==> config.mk <==
export PLATFORM = sky130hd
export DESIGN_NAME = ex_stage_flat
export DESIGN_NICKNAME = d
export VERILOG_FILES = /design/src/rtl/ex_stage_if.sv /design/src/rtl/ex_stage.sv /design/src/flat_wrapper.sv
export SDC_FILE = /design/constraint.sdc
export NUM_CORES = 2
export LEC_CHECK = 0
export CAP_MARGIN = 20
export CORE_MARGIN = 5
export CORE_UTILIZATION = 25
export DETAILED_ROUTE_END_ITERATION = 10
export SLEW_MARGIN = 40
export SYNTH_ARGS = -nofsm -noshare
export SYNTH_HDL_FRONTEND = slang
export SYNTH_SLANG_ARGS = --single-unit
==> constraint.sdc <==
create_clock -name clk -period 0.8 [get_ports clk]
set_input_delay 0.2 -clock clk [delete_from_list [all_inputs] [get_ports clk]]
set_output_delay 0.2 -clock clk [all_outputs]
set_load 0.005 [all_outputs]
==> src/rtl/ex_stage_if.sv <==
// Bundles the ID/EX operands and controls, the two forwarding sources, the
// stall/flush requests and the registered EX/MEM results of the execute stage.
interface ex_stage_if;
  logic [63:0] rs1_data_d2, rs2_data_d2, immediate_d2, pc_d2;
  logic [4:0]  rs1_d2, rs2_d2, rd_d2;
  logic        branch_d2, mem_read_d2, mem_to_reg_d2, mem_write_d2, alu_src_d2, reg_write_d2;
  logic [1:0]  alu_op_d2;
  logic [2:0]  func3_d2;
  logic        func7b5_d2;
  logic [4:0]  exmem_rd, memwb_rd;
  logic        exmem_reg_write, memwb_reg_write;
  logic [63:0] exmem_alu_result, memwb_data;
  logic        stall, flush;
  logic [63:0] alu_result_d3, store_data_d3, branch_target_d3;
  logic [4:0]  rd_d3;
  logic        reg_write_d3, mem_read_d3, mem_write_d3, mem_to_reg_d3, branch_taken_d3, zero_d3;

  modport slave (
    input  rs1_data_d2, rs2_data_d2, immediate_d2, pc_d2, rs1_d2, rs2_d2, rd_d2,
           branch_d2, mem_read_d2, mem_to_reg_d2, mem_write_d2, alu_src_d2, reg_write_d2,
           alu_op_d2, func3_d2, func7b5_d2, exmem_rd, memwb_rd, exmem_reg_write,
           memwb_reg_write, exmem_alu_result, memwb_data, stall, flush,
    output alu_result_d3, store_data_d3, branch_target_d3, rd_d3, reg_write_d3,
           mem_read_d3, mem_write_d3, mem_to_reg_d3, branch_taken_d3, zero_d3
  );

  modport master (
    output rs1_data_d2, rs2_data_d2, immediate_d2, pc_d2, rs1_d2, rs2_d2, rd_d2,
           branch_d2, mem_read_d2, mem_to_reg_d2, mem_write_d2, alu_src_d2, reg_write_d2,
           alu_op_d2, func3_d2, func7b5_d2, exmem_rd, memwb_rd, exmem_reg_write,
           memwb_reg_write, exmem_alu_result, memwb_data, stall, flush,
    input  alu_result_d3, store_data_d3, branch_target_d3, rd_d3, reg_write_d3,
           mem_read_d3, mem_write_d3, mem_to_reg_d3, branch_taken_d3, zero_d3
  );
endinterface

==> src/rtl/ex_stage.sv <==
// RV64 execute stage: operand forwarding, ALU, branch resolution and the
// EX/MEM pipeline register with stall/flush control.
module ex_stage (
  input  logic       clk,
  input  logic       rst_n,
  ex_stage_if.slave  bus
);
  logic [63:0] op_a, fwd_b, alu_b, alu_res;
  logic [5:0]  shamt;
  logic        br_cond, capture;

  logic [63:0] alu_result_q, alu_result_d, store_data_q, store_data_d, branch_target_q, branch_target_d;
  logic [4:0]  rd_q, rd_d;
  logic        reg_write_q, reg_write_d, mem_read_q, mem_read_d, mem_write_q, mem_write_d;
  logic        mem_to_reg_q, mem_to_reg_d, branch_taken_q, branch_taken_d, zero_q, zero_d;

  // EX/MEM is checked first so the younger result wins; x0 is never forwarded.
  always_comb begin
    op_a = bus.rs1_data_d2;
    if (bus.exmem_reg_write && bus.exmem_rd != 5'd0 && bus.exmem_rd == bus.rs1_d2)
      op_a = bus.exmem_alu_result;
    else if (bus.memwb_reg_write && bus.memwb_rd != 5'd0 && bus.memwb_rd == bus.rs1_d2)
      op_a = bus.memwb_data;

    fwd_b = bus.rs2_data_d2;
    if (bus.exmem_reg_write && bus.exmem_rd != 5'd0 && bus.exmem_rd == bus.rs2_d2)
      fwd_b = bus.exmem_alu_result;
    else if (bus.memwb_reg_write && bus.memwb_rd != 5'd0 && bus.memwb_rd == bus.rs2_d2)
      fwd_b = bus.memwb_data;
  end

  assign alu_b = bus.alu_src_d2 ? bus.immediate_d2 : fwd_b;
  assign shamt = alu_b[5:0];

  always_comb begin
    alu_res = 64'd0;
    case (bus.alu_op_d2)
      2'b00: alu_res = op_a + alu_b;
      2'b01: alu_res = op_a - alu_b;
      default: begin
        case (bus.func3_d2)
          // I-type has no sub encoding, so func7b5 only matters for R-type.
          3'b000: alu_res = (bus.alu_op_d2 == 2'b10 && bus.func7b5_d2) ? op_a - alu_b : op_a + alu_b;
          3'b001: alu_res = op_a << shamt;
          3'b010: alu_res = ($signed(op_a) < $signed(alu_b)) ? 64'd1 : 64'd0;
          3'b100: alu_res = op_a ^ alu_b;
          3'b101: alu_res = bus.func7b5_d2 ? 64'($signed(op_a) >>> shamt) : op_a >> shamt;
          3'b110: alu_res = op_a | alu_b;
          3'b111: alu_res = op_a & alu_b;
          default: alu_res = 64'd0;
        endcase
      end
    endcase
  end

  always_comb begin
    case (bus.func3_d2)
      3'b000:  br_cond = (op_a == fwd_b);
      3'b001:  br_cond = (op_a != fwd_b);
      3'b100:  br_cond = ($signed(op_a) < $signed(fwd_b));
      3'b101:  br_cond = ($signed(op_a) >= $signed(fwd_b));
      3'b110:  br_cond = (op_a < fwd_b);
      3'b111:  br_cond = (op_a >= fwd_b);
      default: br_cond = 1'b0;
    endcase
  end

  // Flush overrides stall: data fields load normally, control bits become a bubble.
  assign capture = bus.flush || !bus.stall;

  always_comb begin
    alu_result_d    = alu_result_q;
    store_data_d    = store_data_q;
    branch_target_d = branch_target_q;
    rd_d            = rd_q;
    zero_d          = zero_q;
    reg_write_d     = reg_write_q;
    mem_read_d      = mem_read_q;
    mem_write_d     = mem_write_q;
    mem_to_reg_d    = mem_to_reg_q;
    branch_taken_d  = branch_taken_q;
    if (capture) begin
      alu_result_d    = alu_res;
      store_data_d    = fwd_b;
      branch_target_d = bus.pc_d2 + bus.immediate_d2;
      rd_d            = bus.rd_d2;
      zero_d          = (alu_res == 64'd0);
      reg_write_d     = bus.reg_write_d2 && !bus.flush;
      mem_read_d      = bus.mem_read_d2 && !bus.flush;
      mem_write_d     = bus.mem_write_d2 && !bus.flush;
      mem_to_reg_d    = bus.mem_to_reg_d2 && !bus.flush;
      branch_taken_d  = bus.branch_d2 && br_cond && !bus.flush;
    end
  end

  always_ff @(posedge clk or negedge rst_n) begin
    if (!rst_n) begin
      alu_result_q    <= 64'd0;
      store_data_q    <= 64'd0;
      branch_target_q <= 64'd0;
      rd_q            <= 5'd0;
      zero_q          <= 1'b0;
      reg_write_q     <= 1'b0;
      mem_read_q      <= 1'b0;
      mem_write_q     <= 1'b0;
      mem_to_reg_q    <= 1'b0;
      branch_taken_q  <= 1'b0;
    end else begin
      alu_result_q    <= alu_result_d;
      store_data_q    <= store_data_d;
      branch_target_q <= branch_target_d;
      rd_q            <= rd_d;
      zero_q          <= zero_d;
      reg_write_q     <= reg_write_d;
      mem_read_q      <= mem_read_d;
      mem_write_q     <= mem_write_d;
      mem_to_reg_q    <= mem_to_reg_d;
      branch_taken_q  <= branch_taken_d;
    end
  end

  assign bus.alu_result_d3    = alu_result_q;
  assign bus.store_data_d3    = store_data_q;
  assign bus.branch_target_d3 = branch_target_q;
  assign bus.rd_d3            = rd_q;
  assign bus.zero_d3          = zero_q;
  assign bus.reg_write_d3     = reg_write_q;
  assign bus.mem_read_d3      = mem_read_q;
  assign bus.mem_write_d3     = mem_write_q;
  assign bus.mem_to_reg_d3    = mem_to_reg_q;
  assign bus.branch_taken_d3  = branch_taken_q;
endmodule
==> src/flat_wrapper.sv <==
// flat-port wrapper written by rule: the top's interface ports become plain ports
module ex_stage_flat 
  (clk, rst_n, bus_rs1_data_d2, bus_rs2_data_d2, bus_immediate_d2, bus_pc_d2, bus_rs1_d2, bus_rs2_d2, bus_rd_d2, bus_branch_d2, bus_mem_read_d2, bus_mem_to_reg_d2, bus_mem_write_d2, bus_alu_src_d2, bus_reg_write_d2, bus_alu_op_d2, bus_func3_d2, bus_func7b5_d2, bus_exmem_rd, bus_memwb_rd, bus_exmem_reg_write, bus_memwb_reg_write, bus_exmem_alu_result, bus_memwb_data, bus_stall, bus_flush, bus_alu_result_d3, bus_store_data_d3, bus_branch_target_d3, bus_rd_d3, bus_reg_write_d3, bus_mem_read_d3, bus_mem_write_d3, bus_mem_to_reg_d3, bus_branch_taken_d3, bus_zero_d3);
  ex_stage_if bus_i ();
  input  logic clk;
  input  logic rst_n;
  input wire logic [$bits(bus_i.rs1_data_d2)-1:0] bus_rs1_data_d2;
  input wire logic [$bits(bus_i.rs2_data_d2)-1:0] bus_rs2_data_d2;
  input wire logic [$bits(bus_i.immediate_d2)-1:0] bus_immediate_d2;
  input wire logic [$bits(bus_i.pc_d2)-1:0] bus_pc_d2;
  input wire logic [$bits(bus_i.rs1_d2)-1:0] bus_rs1_d2;
  input wire logic [$bits(bus_i.rs2_d2)-1:0] bus_rs2_d2;
  input wire logic [$bits(bus_i.rd_d2)-1:0] bus_rd_d2;
  input wire logic [$bits(bus_i.branch_d2)-1:0] bus_branch_d2;
  input wire logic [$bits(bus_i.mem_read_d2)-1:0] bus_mem_read_d2;
  input wire logic [$bits(bus_i.mem_to_reg_d2)-1:0] bus_mem_to_reg_d2;
  input wire logic [$bits(bus_i.mem_write_d2)-1:0] bus_mem_write_d2;
  input wire logic [$bits(bus_i.alu_src_d2)-1:0] bus_alu_src_d2;
  input wire logic [$bits(bus_i.reg_write_d2)-1:0] bus_reg_write_d2;
  input wire logic [$bits(bus_i.alu_op_d2)-1:0] bus_alu_op_d2;
  input wire logic [$bits(bus_i.func3_d2)-1:0] bus_func3_d2;
  input wire logic [$bits(bus_i.func7b5_d2)-1:0] bus_func7b5_d2;
  input wire logic [$bits(bus_i.exmem_rd)-1:0] bus_exmem_rd;
  input wire logic [$bits(bus_i.memwb_rd)-1:0] bus_memwb_rd;
  input wire logic [$bits(bus_i.exmem_reg_write)-1:0] bus_exmem_reg_write;
  input wire logic [$bits(bus_i.memwb_reg_write)-1:0] bus_memwb_reg_write;
  input wire logic [$bits(bus_i.exmem_alu_result)-1:0] bus_exmem_alu_result;
  input wire logic [$bits(bus_i.memwb_data)-1:0] bus_memwb_data;
  input wire logic [$bits(bus_i.stall)-1:0] bus_stall;
  input wire logic [$bits(bus_i.flush)-1:0] bus_flush;
  output wire logic [$bits(bus_i.alu_result_d3)-1:0] bus_alu_result_d3;
  output wire logic [$bits(bus_i.store_data_d3)-1:0] bus_store_data_d3;
  output wire logic [$bits(bus_i.branch_target_d3)-1:0] bus_branch_target_d3;
  output wire logic [$bits(bus_i.rd_d3)-1:0] bus_rd_d3;
  output wire logic [$bits(bus_i.reg_write_d3)-1:0] bus_reg_write_d3;
  output wire logic [$bits(bus_i.mem_read_d3)-1:0] bus_mem_read_d3;
  output wire logic [$bits(bus_i.mem_write_d3)-1:0] bus_mem_write_d3;
  output wire logic [$bits(bus_i.mem_to_reg_d3)-1:0] bus_mem_to_reg_d3;
  output wire logic [$bits(bus_i.branch_taken_d3)-1:0] bus_branch_taken_d3;
  output wire logic [$bits(bus_i.zero_d3)-1:0] bus_zero_d3;
  assign bus_i.rs1_data_d2 = bus_rs1_data_d2;
  assign bus_i.rs2_data_d2 = bus_rs2_data_d2;
  assign bus_i.immediate_d2 = bus_immediate_d2;
  assign bus_i.pc_d2 = bus_pc_d2;
  assign bus_i.rs1_d2 = bus_rs1_d2;
  assign bus_i.rs2_d2 = bus_rs2_d2;
  assign bus_i.rd_d2 = bus_rd_d2;
  assign bus_i.branch_d2 = bus_branch_d2;
  assign bus_i.mem_read_d2 = bus_mem_read_d2;
  assign bus_i.mem_to_reg_d2 = bus_mem_to_reg_d2;
  assign bus_i.mem_write_d2 = bus_mem_write_d2;
  assign bus_i.alu_src_d2 = bus_alu_src_d2;
  assign bus_i.reg_write_d2 = bus_reg_write_d2;
  assign bus_i.alu_op_d2 = bus_alu_op_d2;
  assign bus_i.func3_d2 = bus_func3_d2;
  assign bus_i.func7b5_d2 = bus_func7b5_d2;
  assign bus_i.exmem_rd = bus_exmem_rd;
  assign bus_i.memwb_rd = bus_memwb_rd;
  assign bus_i.exmem_reg_write = bus_exmem_reg_write;
  assign bus_i.memwb_reg_write = bus_memwb_reg_write;
  assign bus_i.exmem_alu_result = bus_exmem_alu_result;
  assign bus_i.memwb_data = bus_memwb_data;
  assign bus_i.stall = bus_stall;
  assign bus_i.flush = bus_flush;
  assign bus_alu_result_d3 = bus_i.alu_result_d3;
  assign bus_store_data_d3 = bus_i.store_data_d3;
  assign bus_branch_target_d3 = bus_i.branch_target_d3;
  assign bus_rd_d3 = bus_i.rd_d3;
  assign bus_reg_write_d3 = bus_i.reg_write_d3;
  assign bus_mem_read_d3 = bus_i.mem_read_d3;
  assign bus_mem_write_d3 = bus_i.mem_write_d3;
  assign bus_mem_to_reg_d3 = bus_i.mem_to_reg_d3;
  assign bus_branch_taken_d3 = bus_i.branch_taken_d3;
  assign bus_zero_d3 = bus_i.zero_d3;
  ex_stage u_core (.clk(clk), .rst_n(rst_n), .bus(bus_i));
endmodule
==> key figures <==
Outcome
  • Run status: complete, but fails checks
  • Failing checks: negative setup slack

Place
  • # port buffers: approximately 630
  • Final GP Congestion: roughly 1.1
  • Hpwl dp: 343000 um
  • Dpl ws: -7020 ps

Power
  • PwrDens: 1530 nW/um^2
  • Worst vdd ir: 1.94 mV
  • Leakage: 34.5 nW

Floorplan
  • Die area: 168000 sq um
  • Rows: ~150
  • Die H: ~400 um
  • Starting Density: ~25%
  • Die Width: between 400 and 500 um
  • I/O pin cnt: 630
  • CORE AREA: 158000 sq um

Synthesis
  • Mapped Cells: 6025
  • Yosys reg bits: between 200 and 250
  • Async SR Flop Fraction: 100%
  • Unique masters post-synth: around 100
  • Warnings from Yosys: 0
  • Number of synthesized flops with an enable pin: 0
  • Sequential share of the synthesized area: 12.7%
  • Cell Area, Synth: between 30000 and 40000 sq um
  • Main flop type after synthesis: dfrtp_1
  • Synthesized Nets: roughly 6800
  • Syn avg cell area: roughly 6.6 sq um

Timing
  • Slew Viols, Final: 0
  • Clock skew: 0 ps
  • Sum Neg Setup Slack: -677190 ps
  • Final setup fails: between 400 and 500
  • Unrepaired setup endpoints after global routing: true
  • Final hold vios: 0
  • Setup WS post-layout: -5440 ps
  • Post-route clock period utilization: 780%
  • Slew @ Worst Pin: 992 ps
  • Fin crit period: around 6200 ps
  • Max frequency: around 0.16 GHz
  • Worst Hold Slack: 98.5 ps
  • Max-slew headroom: around a third

Layout
  • Filler Cells Inserted: 15784
  • Fin util: 49.1%
  • Area Overhead vs Synth: 95.2%
  • Nets: 9842
  • Layout cells sized above 1: 41.7%

Worst setup path
  • CP Max Fanout: 6
  • CP endpoint kind: flop
  • Data required, critical path: around 1400 ps
  • Worst setup SP type: input port
  • R2R Setup Slk: -110 ps
  • Kind of critical path: in2reg
  • CP arrival: roughly 7000 ps
  • Slowest-stage cell, CP: or4_4
  • Worst path max stage delay: 550 ps

Global routing
  • First-pass GRT wire length: 541000 um
  • Largest net degree at the start of global routing: approximately 160
  • GR Overflow Total: 0
  • Gr usage total: between 40% and 50%
  • Antenna violations before repair: 57
  • Vias in the first global route: ~65000

Clocking
  • CTS tree: done
  • CTS sink count: 203
  • # H-tree levels: 1
  • Clock Root Buffer: clkbuf_16
  • TritonCTS Buffers: 26
  • Worst-path clk slew: around 60 ps
  • Clock Latency Late Sink: 670 ps
  • CTS max path bufs: 3

Drt
  • Via Count: between 60000 and 70000
  • DRC violations left: 0
  • Mean routed wirelength per cell: about 37 um
  • Vias/cell: 6.00
  • DRT antenna net count: 0
  • Final WL: slightly above 400000 um
  • Iteration-0 DRC Markers: slightly below 9000
  • First drt pass iteration count: 8

Job
  • Max cap viols: 0

Worst hold path
  • Hold Crit Class: in2reg
per-layer routing:
| layer | GRT usage, % | vias to the layer above | part of all wire, % |
|---|---|---|---|
| met3 | 15.3 | 1253 | 12 |
| met5 | 0 | - | 0.028 |
| met4 | 31.2 | 18 | 8.9 |
| met2 | 66.8 | 4667 | 40 |
| met1 | 57.1 | 32898 | 39 |
| li1 | - | 28526 | - |
metrics by stage:
step	area (sq um)	power (mW)	std cells
floorplan	41100	40.8	6025
global placement	69300	92.0	10905
detailed placement	69300	92.0	10907
CTS	73300	110	11048
global route	77800	122	11200
finish	77800	119	11219
logic make-up after synthesis:
logic type / count (synthesis) / share of synthesized area [%]
xor+xnor: 173 / 3.80
buf+inv: 746 / 7.45
flops: 203 / 12.7
simple gates: 2054 / 23.2
mux: 195 / 5.64
fa+ha+maj: 323 / 10.2
compound gates: 2331 / 37.0
synth_stat cells (49+ instances only):
| library cell | n | area [sq um] |
|---|---|---|
| nand3_1 | 280 | 1400 |
| buf_2 | 83 | 415 |
| a31oi_1 | 123 | 769 |
| nand4_1 | 58 | 363 |
| o211ai_1 | 101 | 758 |
| a211oi_1 | 90 | 676 |
| buf_1 | 49 | 184 |
| mux2i_1 | 148 | 1480 |
| inv_1 | 272 | 1020 |
| o21ai_0 | 740 | 3700 |
| o22ai_1 | 62 | 388 |
| nand2_1 | 736 | 2760 |
| nor2_1 | 522 | 1960 |
| nor3_1 | 197 | 986 |
| clkbuf_1 | 317 | 1190 |
| xnor2_1 | 126 | 1100 |
| dfrtp_1 | 203 | 5080 |
| a21oi_1 | 509 | 2550 |
| ha_1 | 320 | 4000 |
| a22oi_1 | 67 | 503 |
| a21o_1 | 99 | 743 |
registers in the layout (all words and copies together) (netlist names):
register,cells
u_core.bus.branch_taken_d3,1
u_core.bus.alu_result_d3,64
u_core.bus.mem_write_d3,1
u_core.bus.rd_d3,5
u_core.bus.reg_write_d3,1
u_core.bus.mem_to_reg_d3,1
u_core.bus.zero_d3,1
u_core.bus.mem_read_d3,1
u_core.bus.branch_target_d3,64
u_core.bus.store_data_d3,64
area by class of cell:
cell class              count  area, sq um  area share [%]
flip-flops and latches    203         5080            6.53
well taps                2072         2590            3.33
diodes                     35         87.6           0.113
repair buffers           3504        30700            39.5
multi-input cells        5076        37300            47.9
clock inverters            11          213           0.273
clock buffers              37          762           0.979
inverters                 281         1070            1.38
timing repair:
item                                    in CTS  in global routing
pin swaps                                  135                267
setup buffers                               96                140
gates cloned                                 4                 12
endpoints found under the setup margin     402                402
hold buffers                                 1                  0
gates resized for setup                    552                699
endpoints found under the hold margin      203                  0
critical path: cells and delay by family:
kind	cells	cell delay, ps
xor+xnor	1	320
compound gates	10	2100
fa+ha+maj	1	280
buf+inv	7	1030
simple gates	10	2880
worst paths after layout:
path,startpoint,to,depth (start not counted)
min in group asynchronous,rst_n,u_core.bus.alu_result_d3[7]$_DFFE_PN0P_,3
setup reg to reg,u_core.bus.alu_result_d3[56]$_DFFE_PN0P_,u_core.bus.alu_result_d3[56]$_DFFE_PN0P_,2
setup / recovery,bus_memwb_rd[0],u_core.bus.zero_d3$_DFFE_PN0P_,29
hold reg to reg,u_core.bus.rd_d3[2]$_DFFE_PN0P_,u_core.bus.rd_d3[2]$_DFFE_PN0P_,2
hold / removal,bus_rd_d2[2],u_core.bus.rd_d3[2]$_DFFE_PN0P_,3
max in group asynchronous,rst_n,u_core.bus.store_data_d3[30]$_DFFE_PN0P_,3
report_power, final:
part           leakage (nW)  internal (mW)  switching [mW]  total (mW)
Sequential             2.42           12.1            1.16        13.2
Combinational          31.6           40.7            51.3        91.9
Clock                 0.466           8.23            5.74        14.0
Total                  34.5           61.0            58.2         119
layout by cell type (no fill, tap or decap), drive strengths merged, types with 48 or more instances in the layout:
master,instances
buf,2878
a22oi,67
clkdlybuf4s50,595
nand4,58
a21o,99
nand2,737
o21ai,771
nor2,525
a21oi,509
o221ai,48
nand3,280
inv,276
ha,320
mux2i,148
dfrtp,203
o211ai,103
a211oi,94
clkbuf,53
xnor2,126
o22ai,62
nor3,198
a31oi,124
No activity file was read; power rests on OpenSTA's default activity.
